===== config.mk =====
export PLATFORM = sky130hd
export DESIGN_NAME = matmul_operand_feeder
export DESIGN_NICKNAME = d
export VERILOG_FILES = /design/src/rtl/matmul_operand_feeder.sv
export SDC_FILE = /design/constraint.sdc
export NUM_CORES = 1
export LEC_CHECK = 0
export CAP_MARGIN = 20
export CORE_ASPECT_RATIO = 1.1
export CORE_UTILIZATION = 50
export CTS_BUF_LIST = sky130_fd_sc_hd__clkbuf_8 sky130_fd_sc_hd__clkbuf_16
export CTS_CLUSTER_DIAMETER = 30
export CTS_CLUSTER_SIZE = 10
export DETAILED_ROUTE_END_ITERATION = 8
export PLACE_DENSITY = 0.77
export REMOVE_ABC_BUFFERS = 1
export SETUP_SLACK_MARGIN = 0.1
export SYNTH_ARGS = -nofsm -noshare
export SYNTH_HDL_FRONTEND = slang
export SYNTH_SLANG_ARGS = --single-unit

===== constraint.sdc =====
create_clock -name clk_i -period 2 [get_ports clk_i]
set_input_delay 0.2 -clock clk_i [delete_from_list [all_inputs] [get_ports clk_i]]
set_output_delay 0.2 -clock clk_i [all_outputs]
set_load 0.02 [all_outputs]

===== src/rtl/matmul_operand_feeder.sv =====
// Operand feeder for the systolic array: captures A/B, streams them diagonally skewed, then waits for the array's done.
// Optional watchdog on the WAIT state is enabled with `define MATMUL_FEEDER_TIMEOUT_EN (adds timeout_o).
module matmul_operand_feeder #(
  parameter int unsigned DATA_WIDTH = 8,
  parameter int unsigned BUS_WIDTH  = 16
) (
  input  logic                     clk_i,
  input  logic                     rst_ni,
  input  logic                     start_i,
  output logic                     ready_o,
  input  logic                     mode_i,
  input  logic [DATA_WIDTH*(BUS_WIDTH/DATA_WIDTH)*(BUS_WIDTH/DATA_WIDTH)-1:0] a_mat_i,
  input  logic [DATA_WIDTH*(BUS_WIDTH/DATA_WIDTH)*(BUS_WIDTH/DATA_WIDTH)-1:0] b_mat_i,
  input  logic                     array_done_i,
  output logic [BUS_WIDTH-1:0]     a_o,
  output logic [BUS_WIDTH-1:0]     b_o,
  output logic                     start_bit_o,
  output logic                     mode_bit_o,
  output logic                     busy_o,
  output logic [$clog2(3*(BUS_WIDTH/DATA_WIDTH)-2)-1:0] cycle_o,
  output logic                     done_o
`ifdef MATMUL_FEEDER_TIMEOUT_EN
  ,
  output logic                     timeout_o
`endif
);

  localparam int unsigned MAX_DIM = BUS_WIDTH / DATA_WIDTH;
  localparam int unsigned MAT_W   = DATA_WIDTH * MAX_DIM * MAX_DIM;
  localparam int unsigned CYC_W   = $clog2(3 * MAX_DIM - 2);
  localparam int unsigned LAST_K  = 2 * MAX_DIM - 2;
`ifdef MATMUL_FEEDER_TIMEOUT_EN
  localparam int unsigned WD_W    = $clog2(4 * MAX_DIM);
  localparam int unsigned WD_LAST = 4 * MAX_DIM - 1;
`endif

  typedef enum logic [1:0] {
    S_IDLE,
    S_FEED,
    S_WAIT,
    S_DONE
  } state_t;

  state_t               r_state;
  logic [MAT_W-1:0]     r_a_mat;
  logic [MAT_W-1:0]     r_b_mat;
  logic [BUS_WIDTH-1:0] r_a;
  logic [BUS_WIDTH-1:0] r_b;
  logic [CYC_W-1:0]     r_cycle;
  logic                 r_ready;
  logic                 r_start_bit;
  logic                 r_mode_bit;
  logic                 r_busy;
  logic                 r_done;
`ifdef MATMUL_FEEDER_TIMEOUT_EN
  logic [WD_W-1:0]      r_wd;
  logic                 r_timeout;
`endif

  logic [CYC_W-1:0]     w_cycle_nxt;
  logic [BUS_WIDTH-1:0] w_a_first;
  logic [BUS_WIDTH-1:0] w_b_first;
  logic [BUS_WIDTH-1:0] w_a_nxt;
  logic [BUS_WIDTH-1:0] w_b_nxt;

  // Lane l at step k carries the element whose skew offset e satisfies k == l + e:
  // A[l][e] for rows (col=0), B[e][l] for columns (col=1); lanes without one are zero.
  function automatic logic [BUS_WIDTH-1:0] skew_slice(input logic [MAT_W-1:0] m,
                                                      input logic [CYC_W-1:0] k,
                                                      input logic             col);
    logic [BUS_WIDTH-1:0] v;
    v = '0;
    for (int l = 0; l < int'(MAX_DIM); l++) begin
      for (int e = 0; e < int'(MAX_DIM); e++) begin
        if (int'(k) == l + e) begin
          if (col) v[l*DATA_WIDTH +: DATA_WIDTH] = m[(e*MAX_DIM+l)*DATA_WIDTH +: DATA_WIDTH];
          else     v[l*DATA_WIDTH +: DATA_WIDTH] = m[(l*MAX_DIM+e)*DATA_WIDTH +: DATA_WIDTH];
        end
      end
    end
    return v;
  endfunction

  always_comb begin
    w_cycle_nxt = r_cycle + CYC_W'(1);
    w_a_first   = skew_slice(a_mat_i, CYC_W'(0), 1'b0);
    w_b_first   = skew_slice(b_mat_i, CYC_W'(0), 1'b1);
    w_a_nxt     = skew_slice(r_a_mat, w_cycle_nxt, 1'b0);
    w_b_nxt     = skew_slice(r_b_mat, w_cycle_nxt, 1'b1);
  end

  // Sequencer: every output is a register updated alongside the state.
  always_ff @(posedge clk_i or negedge rst_ni) begin
    if (!rst_ni) begin
      r_state     <= S_IDLE;
      r_a_mat     <= '0;
      r_b_mat     <= '0;
      r_a         <= '0;
      r_b         <= '0;
      r_cycle     <= '0;
      r_ready     <= 1'b1;
      r_start_bit <= 1'b0;
      r_mode_bit  <= 1'b0;
      r_busy      <= 1'b0;
      r_done      <= 1'b0;
`ifdef MATMUL_FEEDER_TIMEOUT_EN
      r_wd        <= '0;
      r_timeout   <= 1'b0;
`endif
    end else begin
      case (r_state)
        S_IDLE: begin
          if (start_i) begin
            r_a_mat     <= a_mat_i;
            r_b_mat     <= b_mat_i;
            r_a         <= w_a_first;
            r_b         <= w_b_first;
            r_cycle     <= '0;
            r_mode_bit  <= mode_i;
            r_start_bit <= 1'b1;
            r_ready     <= 1'b0;
            r_busy      <= 1'b1;
            r_state     <= S_FEED;
          end
        end
        S_FEED: begin
          r_start_bit <= 1'b0;
          if (r_cycle == CYC_W'(LAST_K)) begin
            r_a     <= '0;
            r_b     <= '0;
            r_state <= S_WAIT;
`ifdef MATMUL_FEEDER_TIMEOUT_EN
            r_wd    <= '0;
`endif
          end else begin
            r_cycle <= w_cycle_nxt;
            r_a     <= w_a_nxt;
            r_b     <= w_b_nxt;
          end
        end
        S_WAIT: begin
          if (array_done_i) begin
            r_done     <= 1'b1;
            r_busy     <= 1'b0;
            r_mode_bit <= 1'b0;
            r_state    <= S_DONE;
          end
`ifdef MATMUL_FEEDER_TIMEOUT_EN
          else if (r_wd == WD_W'(WD_LAST)) begin
            r_done     <= 1'b1;
            r_timeout  <= 1'b1;
            r_busy     <= 1'b0;
            r_mode_bit <= 1'b0;
            r_state    <= S_DONE;
          end else begin
            r_wd <= r_wd + WD_W'(1);
          end
`endif
        end
        S_DONE: begin
          r_done    <= 1'b0;
          r_ready   <= 1'b1;
          r_state   <= S_IDLE;
`ifdef MATMUL_FEEDER_TIMEOUT_EN
          r_timeout <= 1'b0;
`endif
        end
        default: r_state <= S_IDLE;
      endcase
    end
  end

  assign ready_o     = r_ready;
  assign a_o         = r_a;
  assign b_o         = r_b;
  assign start_bit_o = r_start_bit;
  assign mode_bit_o  = r_mode_bit;
  assign busy_o      = r_busy;
  assign cycle_o     = r_cycle;
  assign done_o      = r_done;
`ifdef MATMUL_FEEDER_TIMEOUT_EN
  assign timeout_o   = r_timeout;
`endif

endmodule

After elaboration in Yosys (flattened, before gate mapping)
Cells that the tools add are included.
{"block": "op_classes", "n_addsub": 1, "n_eq_ne": 10, "mux": 31, "n_reduce_logical": 13}
{"operator": "two-way mux 16 bit", "count": 4}
{"operator": "two-way mux 8 bit", "count": 8}
{"operator": "case mux 16 bit (2 select lines)", "count": 2}
{"operator": "equality test 2 bit (second input constant)", "count": 5}
{"operator": "two-way mux 2 bit", "count": 5}
{"operator": "case mux 1 bit (2 select lines)", "count": 5}
{"operator": "AND reduction 3 bit", "count": 3}
{"operator": "!= test 2 bit (second input constant)", "count": 4}
{"operator": "case mux 2 bit (4 select lines)", "count": 1}
{"operator": "AND reduction 2 bit", "count": 4}
{"operator": "nonzero test 2 bit", "count": 4}
{"operator": "two-way mux 1 bit", "count": 5}
{"operator": "logical NOT 2 bit", "count": 2}
{"operator": "case mux 2 bit (2 select lines)", "count": 1}
{"operator": "adder 2 x 1 -> 2 bit (second input constant)", "count": 1}
{"operator": "equality test 2 x 1 -> 1 bit (second input constant)", "count": 1}
{"block": "word_totals", "regBits": 105, "in_bits": 69, "out_inout_bits": 39, "wordCells": 66}

Logic depth before layout (Yosys ltp)
{"block": "logic_depth", "depth_word": 6, "mapped_depth": 8, "depth_no_buf": 5}

Worst setup path before layout
No wires, ideal clock.
{"block": "synth_timing", "path_kind": "register to register", "start": "register r_cycle[0] (netlist: cycle_o[0])", "end": "register r_state[1]", "setup_time_ns": 0.125, "t_arrival_ns": 1.604, "t_required_ns": 1.875, "setup_slack_ns": 0.271, "path_stages_with_launch": 6, "n_path_buf": 0, "synth_period_minus_slack_ns": 1.729, "path_cell_list": "dfrtp_1 -> inv_1 -> ha_1 -> and2b_4 -> nor3_4 -> mux2_2"}
{"block": "synth_via", "elab_chain_cells": 3}
{"item": "start: declaration", "line_no": "49", "text": "logic [CYC_W-1:0] r_cycle;"}
{"item": "start signal: assignment", "line_no": "136", "text": "r_cycle <= w_cycle_nxt;"}
{"item": "equality test 2 bit", "line_no": "128", "text": "if (r_cycle == CYC_W'(LAST_K)) begin"}
{"item": "!= test 2 bit (no line)"}
{"item": "AND reduction 3 bit (no line)"}
{"item": "end signal: assignment", "line_no": "123", "text": "r_state <= S_FEED;"}
{"item": "end signal: assignment", "line_no": "131", "text": "r_state <= S_WAIT;"}
{"item": "end signal: assignment", "line_no": "146", "text": "r_state <= S_DONE;"}
{"item": "end: declaration", "line_no": "44", "text": "state_t r_state;"}
Every way passes these cells.
A chain may end at the register's enable or synchronous reset.

Worst setup path in the final report
Same ends and word-level chain as after synthesis.

==> impl_metrics.env <==
export IMPL_gp_congestion=0.7890
export IMPL_yosys_top_cells_area="dfrtp_1 (56%), mux2_2 (16%), o21ai_0 (3.7%)"
export IMPL_drive_gt1_share_pct=22.68
export IMPL_h_tree_depth=3
export IMPL_arrival_ns=2.07
export IMPL_final_common_cell="clkdlybuf4s50_1"
export IMPL_cts_tree="done"
export IMPL_numCtsBuffers=9
export IMPL_ioPinCount=108
export IMPL_critPathLaunch="cycle_o[0]"
export IMPL_endpoint_kind="register"
export IMPL_dp_hpwl_um=7123
export IMPL_yosysWarnings=0
export IMPL_relSlewSlack_pct=57.17
export IMPL_fmax_mhz=552.2
export IMPL_r2r_start="cycle_o[0]"
export IMPL_hp_class="input pin to async pin"
export IMPL_ant_nets=0
export IMPL_syn_area_um2=4662
export IMPL_rr_endpoint="r_state[1]"
export IMPL_portBuffers=107
export IMPL_rows=36
export IMPL_cp_required_ns=2.26
export IMPL_diodes=0
export IMPL_nNetsFinal=558
export IMPL_start_util_pct=52.01
export IMPL_finalHoldViolCount=0
export IMPL_cp_cell_sequence="inv_1 > buf_4 > ha_1 > and2b_4 > nor3_4 > mux2_2"
export IMPL_finish_utilization_pct=68.77
export IMPL_drv_cap=0
export IMPL_yosysUniqueCellTypes=33
export IMPL_finalSetupViolations=0
export IMPL_critPathCapture="r_state[1]"
export IMPL_setup_slack_ns=0.1891
export IMPL_drc=0
export IMPL_grt_max_degree=47
export IMPL_final_cell_mix="clkdlybuf4s50_1 (106), dfrtp_1 (104), mux2_2 (65)"
export IMPL_n_fill_cell=668
export IMPL_die_w_um=94.07
export IMPL_period_needed_ns=1.811
export IMPL_viasPerCell=5.533
export IMPL_die_area_um2=9715
export IMPL_clock_sinks=105
export IMPL_dr_pass1_iters=4
export IMPL_p_leak_nw=2.614
export IMPL_critPathKind="register to register"
export IMPL_worst_path_max_delay_cell="dfrtp_1"
export IMPL_slew_violations=0
export IMPL_clk_path_buf_depth=2
export IMPL_status="completed"
export IMPL_vdd_drop_max_uv=727.7
export IMPL_wl_per_cell_um=17.36
export IMPL_clock_latency_ns=0.36
export IMPL_core_um2=8964
export IMPL_ff_latch_area_um2=2629
export IMPL_cts_clk_slew_worst_paths_ns=0.11
export IMPL_r2r_cells=6
export IMPL_tightest_slew_ns=0.6396
export IMPL_synthToLayoutAreaGrowth_pct=32.23
export IMPL_rsz0062_at_grt="false"
export IMPL_postPlaceCellArea_um2=5906
export IMPL_grt_usage_pct=22.68
export IMPL_fin_setup_tns_ns=0
export IMPL_die_h_um=103.3
export IMPL_synth_seq_area_share_pct=56.39
export IMPL_finClkSkew_ns=0.01423
export IMPL_antenna_found_initial=0
export IMPL_grt_overflow_total=0
export IMPL_power_density_nw_per_um2=1520
export IMPL_drt_initial_drc_count=110
export IMPL_yosysTopAreaCellShare_pct=55.82
export IMPL_cts_setup_buffers=0
export IMPL_grt_pass1_wl_um=16790
export IMPL_multi_input_area_um2=1887
export IMPL_syn_avg_cell_area_um2=12.60
export IMPL_vias=3314
export IMPL_fin_area_um2=6165
export IMPL_grt_pass1_vias=3286
export IMPL_crit_path_start_kind="register"
export IMPL_cpPeakStageDelay_ns=0.44
export IMPL_worst_r2r_setup_slack_ns=0.19
export IMPL_worstPathMaxFanout=6
export IMPL_netlist_instances=370
export IMPL_root_buffer="clkbuf_8"
export IMPL_synth_largest_area_cell="dfrtp_1"
export IMPL_pre_cts_ws_ns=-0.006476
export IMPL_drt_total_wl_um=10400
export IMPL_fin_crit_sh_pct=90.54
export IMPL_synth_seq_cells=105
final cells by class:
cell class	instances	share of cell area, %
Sequential cell	105	42.64
Inverter	5	0.3044
Timing Repair Buffer	125	20.38
Tap cell	114	2.314
Clock inverter	7	1.745
Multi-Input combinational cell	234	30.61
Clock buffer	9	2.009
cell families (layout without fill, tap and decap cells):
logic type / after synthesis / after routing / share of synthesized area [%]
mux: 68 / 68 / 16.43
simple gates: 64 / 64 / 7.220
flops: 105 / 105 / 56.39
fa+ha+maj: 9 / 9 / 2.416
compound gates: 93 / 93 / 13.85
buf+inv: 31 / 146 / 3.704
sequential cells by signal (all words and copies together) (netlist names):
signal / flops
a_o: 16
start_bit_o: 1
busy_o: 1
r_b_mat: 32
done_o: 1
cycle_o: 2
r_a_mat: 32
mode_bit_o: 1
ready_o: 1
b_o: 16
r_state: 2
stage by stage:
| step | hold slack [ns] | power (mW) | instances |
|---|---|---|---|
| global route | 0.3864 | 10.01 | 599 |
| finish | 0.3506 | 9.368 | 599 |
| floorplan | -0.09559 | 6.181 | 344 |
| detailed placement | 0.2430 | 7.890 | 582 |
| CTS | 0.3731 | 9.405 | 599 |
| global placement | 0.2352 | 7.687 | 582 |
metal layers:
layer / share of wire, % / track usage, % / routed length [um] / up-vias
met2: 50 / 37.84 / 5194 / 97
met5: 0 / 0 / 0 / -
met1: 43 / 28.79 / 4471 / 1656
li1: - / - / - / 1552
met4: 0.69 / 6.864 / 72 / 0
met3: 6.3 / 6.652 / 659 / 9
synthesized netlist by cell type (all sizes together):
library cell / n
a22o: 18
nor3: 1
nand2b: 6
inv: 5
dfrtp: 104
and2b: 1
mux2i: 3
nor2: 4
a221o: 3
buf: 19
ha: 9
a32oi: 13
nand3b: 4
a2bb2oi: 1
o31a: 1
a21oi: 6
mux2: 65
nand2: 39
a211oi: 2
nor2b: 7
a22oi: 14
o21ai: 34
o22ai: 1
clkbuf: 7
and3b: 2
dfstp: 1
where the power goes:
part	internal, mW	switching, mW
clock	0.732	0.765
sequential	3.10	0.550
combinational	2.18	2.04
repair_timing:
item	in CTS	in global routing
setup endpoints to repair	13	22
hold buffers	1	0
endpoints found under the hold margin	42	0
gates resized for setup	2	2
worst max-delay path, delay by kind of cell (launching register included):
kind,cells,cell delay (ns)
DFF,1,0.44
muxes,1,0.35
and+or+nand+nor,2,0.45
buffers and inverters,2,0.23
adders and majority gates,1,0.23
worst min-delay path by stage:
| stage | cells past startpoint | start | endpoint |
|---|---|---|---|
| finish | 2 | rst_ni | r_a_mat[18] |
| global route | 2 | rst_ni | r_a_mat[18] |
| CTS | 2 | rst_ni | r_a_mat[18] |
| detailed placement | 1 | rst_ni | r_a_mat[18] |
| global placement | 1 | rst_ni | r_b_mat[9] |
| floorplan | 0 | rst_ni | a_o[0] |
No activity file was read; power rests on OpenSTA's default activity.
==> edit 1 (same settings) <==
Make the reset (`rst_ni`) synchronous in one clocked block.
--- a/src/rtl/matmul_operand_feeder.sv
+++ b/src/rtl/matmul_operand_feeder.sv
@@ -90,7 +90,7 @@
   end
 
   // Sequencer: every output is a register updated alongside the state.
-  always_ff @(posedge clk_i or negedge rst_ni) begin
+  always_ff @(posedge clk_i) begin
     if (!rst_ni) begin
       r_state     <= S_IDLE;
       r_a_mat     <= '0;
Check against the original RTL: differs if rst_ni is asserted again (counterexample within 4 cycles, from zero or initial values and one cycle with rst_ni low); with rst_ni held inactive, the same outputs for 10 cycles.
==> edit 1 against the original RTL <==
Sequential cell count unchanged. Routed wire length increased by 2.1%. Die area decreased by 7.1%. First-iteration DRC count increased by 140%. Area after synthesis decreased by 7.3%. Cell count increased by 23%. Setup slack improved by 0.077 ns. Critical path depth unchanged. Non-clock buffer count decreased by 2. Maximum frequency increased by 4.4%. Combinational power decreased by 41%. Design area decreased by 7.5%. Total power decreased by 31%. Largest power group is now sequential cells.
==> edit 1: results (changes against the original RTL) <==
* Fraction of layout cells with a size suffix above 1 at 6.08% (-17 points)
* Fin Hold WS at 0.355 ns (+0.00412 ns)
* Placed cell area at 5500 sq um (-6.8%)
* R2r setup slk at 0.27 ns (+0.08 ns)
* Clock Network Area Fraction at 3.38% (-0.37 points)
* FF+latch count at 105 (unchanged)
* Buffers excl. clock at 123 (-1.6%)
* Switching share of power at 37.9% (+2.1 points)
* Fraction of area in non-clock buffers at 21.8% (+1.4 points)
* Detail Placement HPWL at 6950 um (-2.5%)
* Biggest registers after layout: r_a_mat (32), r_b_mat (32)
* Critical path's top delay family: flip-flops
* Slowest stage delay, CP at 0.36 ns (-0.08 ns)
* Slowest cell on the critical path: dfxtp_1
* Fraction of area in multi-input gates at 35.2% (+4.6 points)
* Nets@finish at 698 (+25%)
* Reg-to-reg critical path startpoint: r_state[1]
* Netlist cell types at 34 (+3.0%)
* Setup Skew at 0.0153 ns (+0.00103 ns)
* Asr flop ratio synth at 0% (-100 points)
* 1st-pass router iterations at 6 (+2)
* Clock root buffer: clkbuf_8
* Top post-synthesis cells by area: dfxtp_1 (49%), nand2_1 (16%), a21oi_1 (7.9%), a221o_1 (3.7%), nand3b_1 (3.3%)
* Vias at 3949 (+19%)
* Routed WL at 10600 um (+2.1%)
* Post-synthesis sequential area ratio at 48.6% (-7.8 points)
* Worst Path Max Fanout at 32 (+26)
* Register area at 2100 sq um (-20%)
* Largest net degree at the start of global routing at 68 (+45%)
* Hold/Removal Path Class: primary input to register
* VDD IR max at 0.643 mV (-12%)
* Worst slew pin tran at 0.687 ns (+0.0473 ns)
* Synth Flop Type: dfxtp_1
* Multi-In Gates at 376 (+61%)
* Top cells by count, synth: nand2_1 (185), dfxtp_1 (105), a21oi_1 (68)
* Critical Path AT at 1.99 ns (-0.08 ns)
* Worst-path clk slew at 0.12 ns
* Seq area share at 36.9% (-5.8 points)
* Initial DRC Count at 261 (+140%)
* Vias in the first global route at 3838 (+17%)
* GRT Total Usage at 24.2% (+1.5 points)
* First-pass GRT wire length at 17700 um (+5.7%)
* Crit path launch: r_state[1]
* Postcts setup bufs at 0 (unchanged)
* CP endpoint: b_o[4]
* Status: finished, final reports clean
* Lkg Pwr at 2.07 nW (-21%)
* GPL Wtd Cong at 0.794 (+0.57%)
* Number of fill cells at 700 (+4.8%)
* Clock latency on the worst-skew pair at 0.38 ns (+0.02 ns)
edit 1: repair_timing:
action | in CTS | in global routing
endpoints found under the hold margin | 0 | 0
setup endpoints to repair | 0 | 16
resized for setup | 0 | 1
edit 1: power by group through the flow:
| stage | sequential, mW | clock [mW] | combinational, mW |
|---|---|---|---|
| floorplan | 2.90 | 0 | 1.26 |
| global placement | 2.76 | 0 | 2.44 |
| detailed placement | 2.78 | 0 | 2.50 |
| CTS | 2.74 | 1.29 | 2.50 |
| global route | 2.79 | 1.38 | 2.76 |
| finish | 2.74 | 1.27 | 2.50 |
edit 1: through the flow:
step                std cells  TNS [ns]  utilization, %  worst slack, ns
finish                    736         0            68.2            0.266
global route              736         0            68.2            0.115
CTS                       736         0            68.1            0.115
detailed placement        720         0            65.8            0.143
global placement          720         0            65.8            0.196
floorplan                 486    -40.11               -           -0.929
edit 1: cell families (layout without fill, tap and decap cells):
logic type                 Yosys count  after routing  share of synthesized area [%]
and+or+nand+nor                    221            221                           21.6
AOI/OAI and AO/OA                  145            145                           21.7
DFF                                105            105                           48.6
buffers and inverters               48            144                           5.21
adders and majority gates            9              9                           2.60
muxes                                1              1                          0.232
edit 1: worst reg2reg max path: stages (launching register included):
cell and delay, ns:
dfxtp_1 0.36, inv_1 0.09, ha_1 0.32, nand2b_1 0.11, and3_1 0.22, buf_12 0.18, a221o_1 0.36
edit 1: metal layers:
layer / GRT usage, % / vias up / share of wire (%)
li1: - / 1990 / -
met1: 31.4 / 1823 / 45
met2: 40.9 / 128 / 47
met3: 4.66 / 8 / 7.1
met4: 7.07 / 0 / 1.0
met5: 0 / - / 0
==> edit 2 (config.mk and constraints unchanged) <==
Without the edit above. `BUS_WIDTH`: 16 -> 32.
--- a/src/rtl/matmul_operand_feeder.sv
+++ b/src/rtl/matmul_operand_feeder.sv
@@ -2,7 +2,7 @@
 // Optional watchdog on the WAIT state is enabled with `define MATMUL_FEEDER_TIMEOUT_EN (adds timeout_o).
 module matmul_operand_feeder #(
   parameter int unsigned DATA_WIDTH = 8,
-  parameter int unsigned BUS_WIDTH  = 16
+  parameter int unsigned BUS_WIDTH  = 32
 ) (
   input  logic                     clk_i,
   input  logic                     rst_ni,
Interface: changed (5 resized); port bits go from 108 to 334. The function was not compared with the original's and may differ.
==> edit 2 against the original RTL <==
Setup slack worse by 0.28 ns. Design area increased to 3.6 times the old value. The run now ends with negative setup slack left. Clock skew rose by 0.0047 ns. Die area rose to 3.1 times the old value. Total power grew to 4.0 times the old value. Area after synthesis grew to 3.1 times the old value. Global-route usage grew 8.8 points. Routed wire length rose to 4.6 times the old value. Sequential cell count up 226.
==> edit 2: results (changes against the original RTL) <==
* Status: finished with violations
* Failing checks: negative setup slack
* Met3 usage at 5.83% (-0.82 points)
* Core ar. at 28600 sq um (+220%)
* Slowest stage delay, CP at 0.40 ns (-0.04 ns)
* Final worst setup slack at -0.0918 ns (-0.281 ns)
* TritonCTS buffer count at 60 (+51)
* Layout area overhead at 50.8%
* Multi-In Gates at 1217 (+420%)
* Critical path's top delay family: buffers and inverters
* Top post-synthesis cells by area: dfrtp_1 (57%), nand2_1 (21%), a22oi_1 (3.3%), clkbuf_1 (2.3%), o21ai_0 (1.9%)
* GRT Total Usage at 31.4% (+8.8 points)
* Pwr per Cell Area at 1700 nW/um^2 (+12%)
* DRT met1 WL at 18800 um (+320%)
* Clock root buffer: clkbuf_16
* Placed cells at 2317 (+300%)
* Postcts setup bufs at 10 (+10)
* Post-synthesis sequential area ratio at 56.9% (+0.48 points)
* Placed cell area at 18700 sq um (+220%)
* Fraction of area in non-clock buffers at 21.3% (+0.94 points)
* Count of final setup violators at 36 (+36)
* Top cells by count, synth: nand2_1 (826), dfrtp_1 (330), clkbuf_1 (89)
* Lkg Pwr at 10.4 nW (+300%)
* TNS Setup at -1.66 ns (-1.66 ns)
* DP Worst Slack at -0.185 ns (-0.178 ns)
* Initial DRC Count at 1214 (+1000%)
* Mean Syn Cell Area at 8.71 sq um (-31%)
* Worst-path clk slew at 0.05 ns (-0.06 ns)
* Critical Path AT at 2.59 ns (+0.52 ns)
* Largest net degree at the start of global routing at 86 (+83%)
* Port Buf Inserts at 333 (+210%)
* CTS Buffer Depth at 3 (+1)
* Netlist cell types at 43 (+30%)
* Clock Power at 10.7 mW (+610%)
* FF+latch count, synth at 331 (+220%)
* Fraction of layout cells with a size suffix above 1 at 14.1% (-8.6 points)
* Sequential power share at 31.8% (-7.1 points)
* H-tree levels at 2 (-1)
* Number of fill cells at 1882 (+180%)
* Vias at 13900 (+320%)
* GRT met2 Usage at 52.6% (+15 points)
* Biggest registers after layout: r_a_mat (128), r_b_mat (128)
* Detail Placement HPWL at 27900 um (+290%)
* Setup Skew at 0.0189 ns (+0.00467 ns)
* First-pass GRT wire length at 73100 um (+340%)
* Met3 wire len at 3620 um (+450%)
* Ant diodes at 1 (+1)
* 1st-pass router iterations at 5 (+1)
* Signal inverters at 8 (+3)
* Switching power at 14.1 mW (+320%)
* Clock Network Area Fraction at 9.84% (+6.1 points)
* WL met2 at 24100 um (+360%)
* GPL Wtd Cong at 0.833 (+5.6%)
* VDD IR max at 1.35 mV (+86%)
* Buffers excl. clock at 426 (+240%)
* Compound-Gate Fraction of Synth Area at 12.2% (-1.6 points)
* Adder-Cell Fraction of Synth Area at 0.773% (-1.6 points)
* Hold/Removal Path Class: primary input to register
## edit 2: cell types whose count changed in the layout (fill, tap and decap cells not counted), moves of 25 or more
| cell | before | now |
|---|---|---|
| mux2_2 | 65 | 0 |
| nor3_1 | 0 | 25 |
| a22oi_1 | 14 | 53 |
| nor2b_1 | 5 | 32 |
| dfrtp_1 | 104 | 330 |
| clkbuf_16 | 0 | 65 |
| buf_12 | 4 | 31 |
| a21oi_1 | 6 | 35 |
| nand2_1 | 38 | 825 |
| clkdlybuf4s50_1 | 106 | 327 |
## edit 2: worst paths after layout
check | start | end | slack [ns]
worst max-delay path | cycle_o[0] | b_o[20] | -0.09
worst min-delay path | a_mat_i[75] | r_a_mat[75] | 0.15
worst max register to register | cycle_o[0] | b_o[20] | -0.09
worst min register to register | r_a_mat[6] | r_a_mat[6] | 0.46
max in group asynchronous | rst_ni | r_b_mat[76] | 1.05
min in group asynchronous | rst_ni | r_b_mat[75] | 0.17
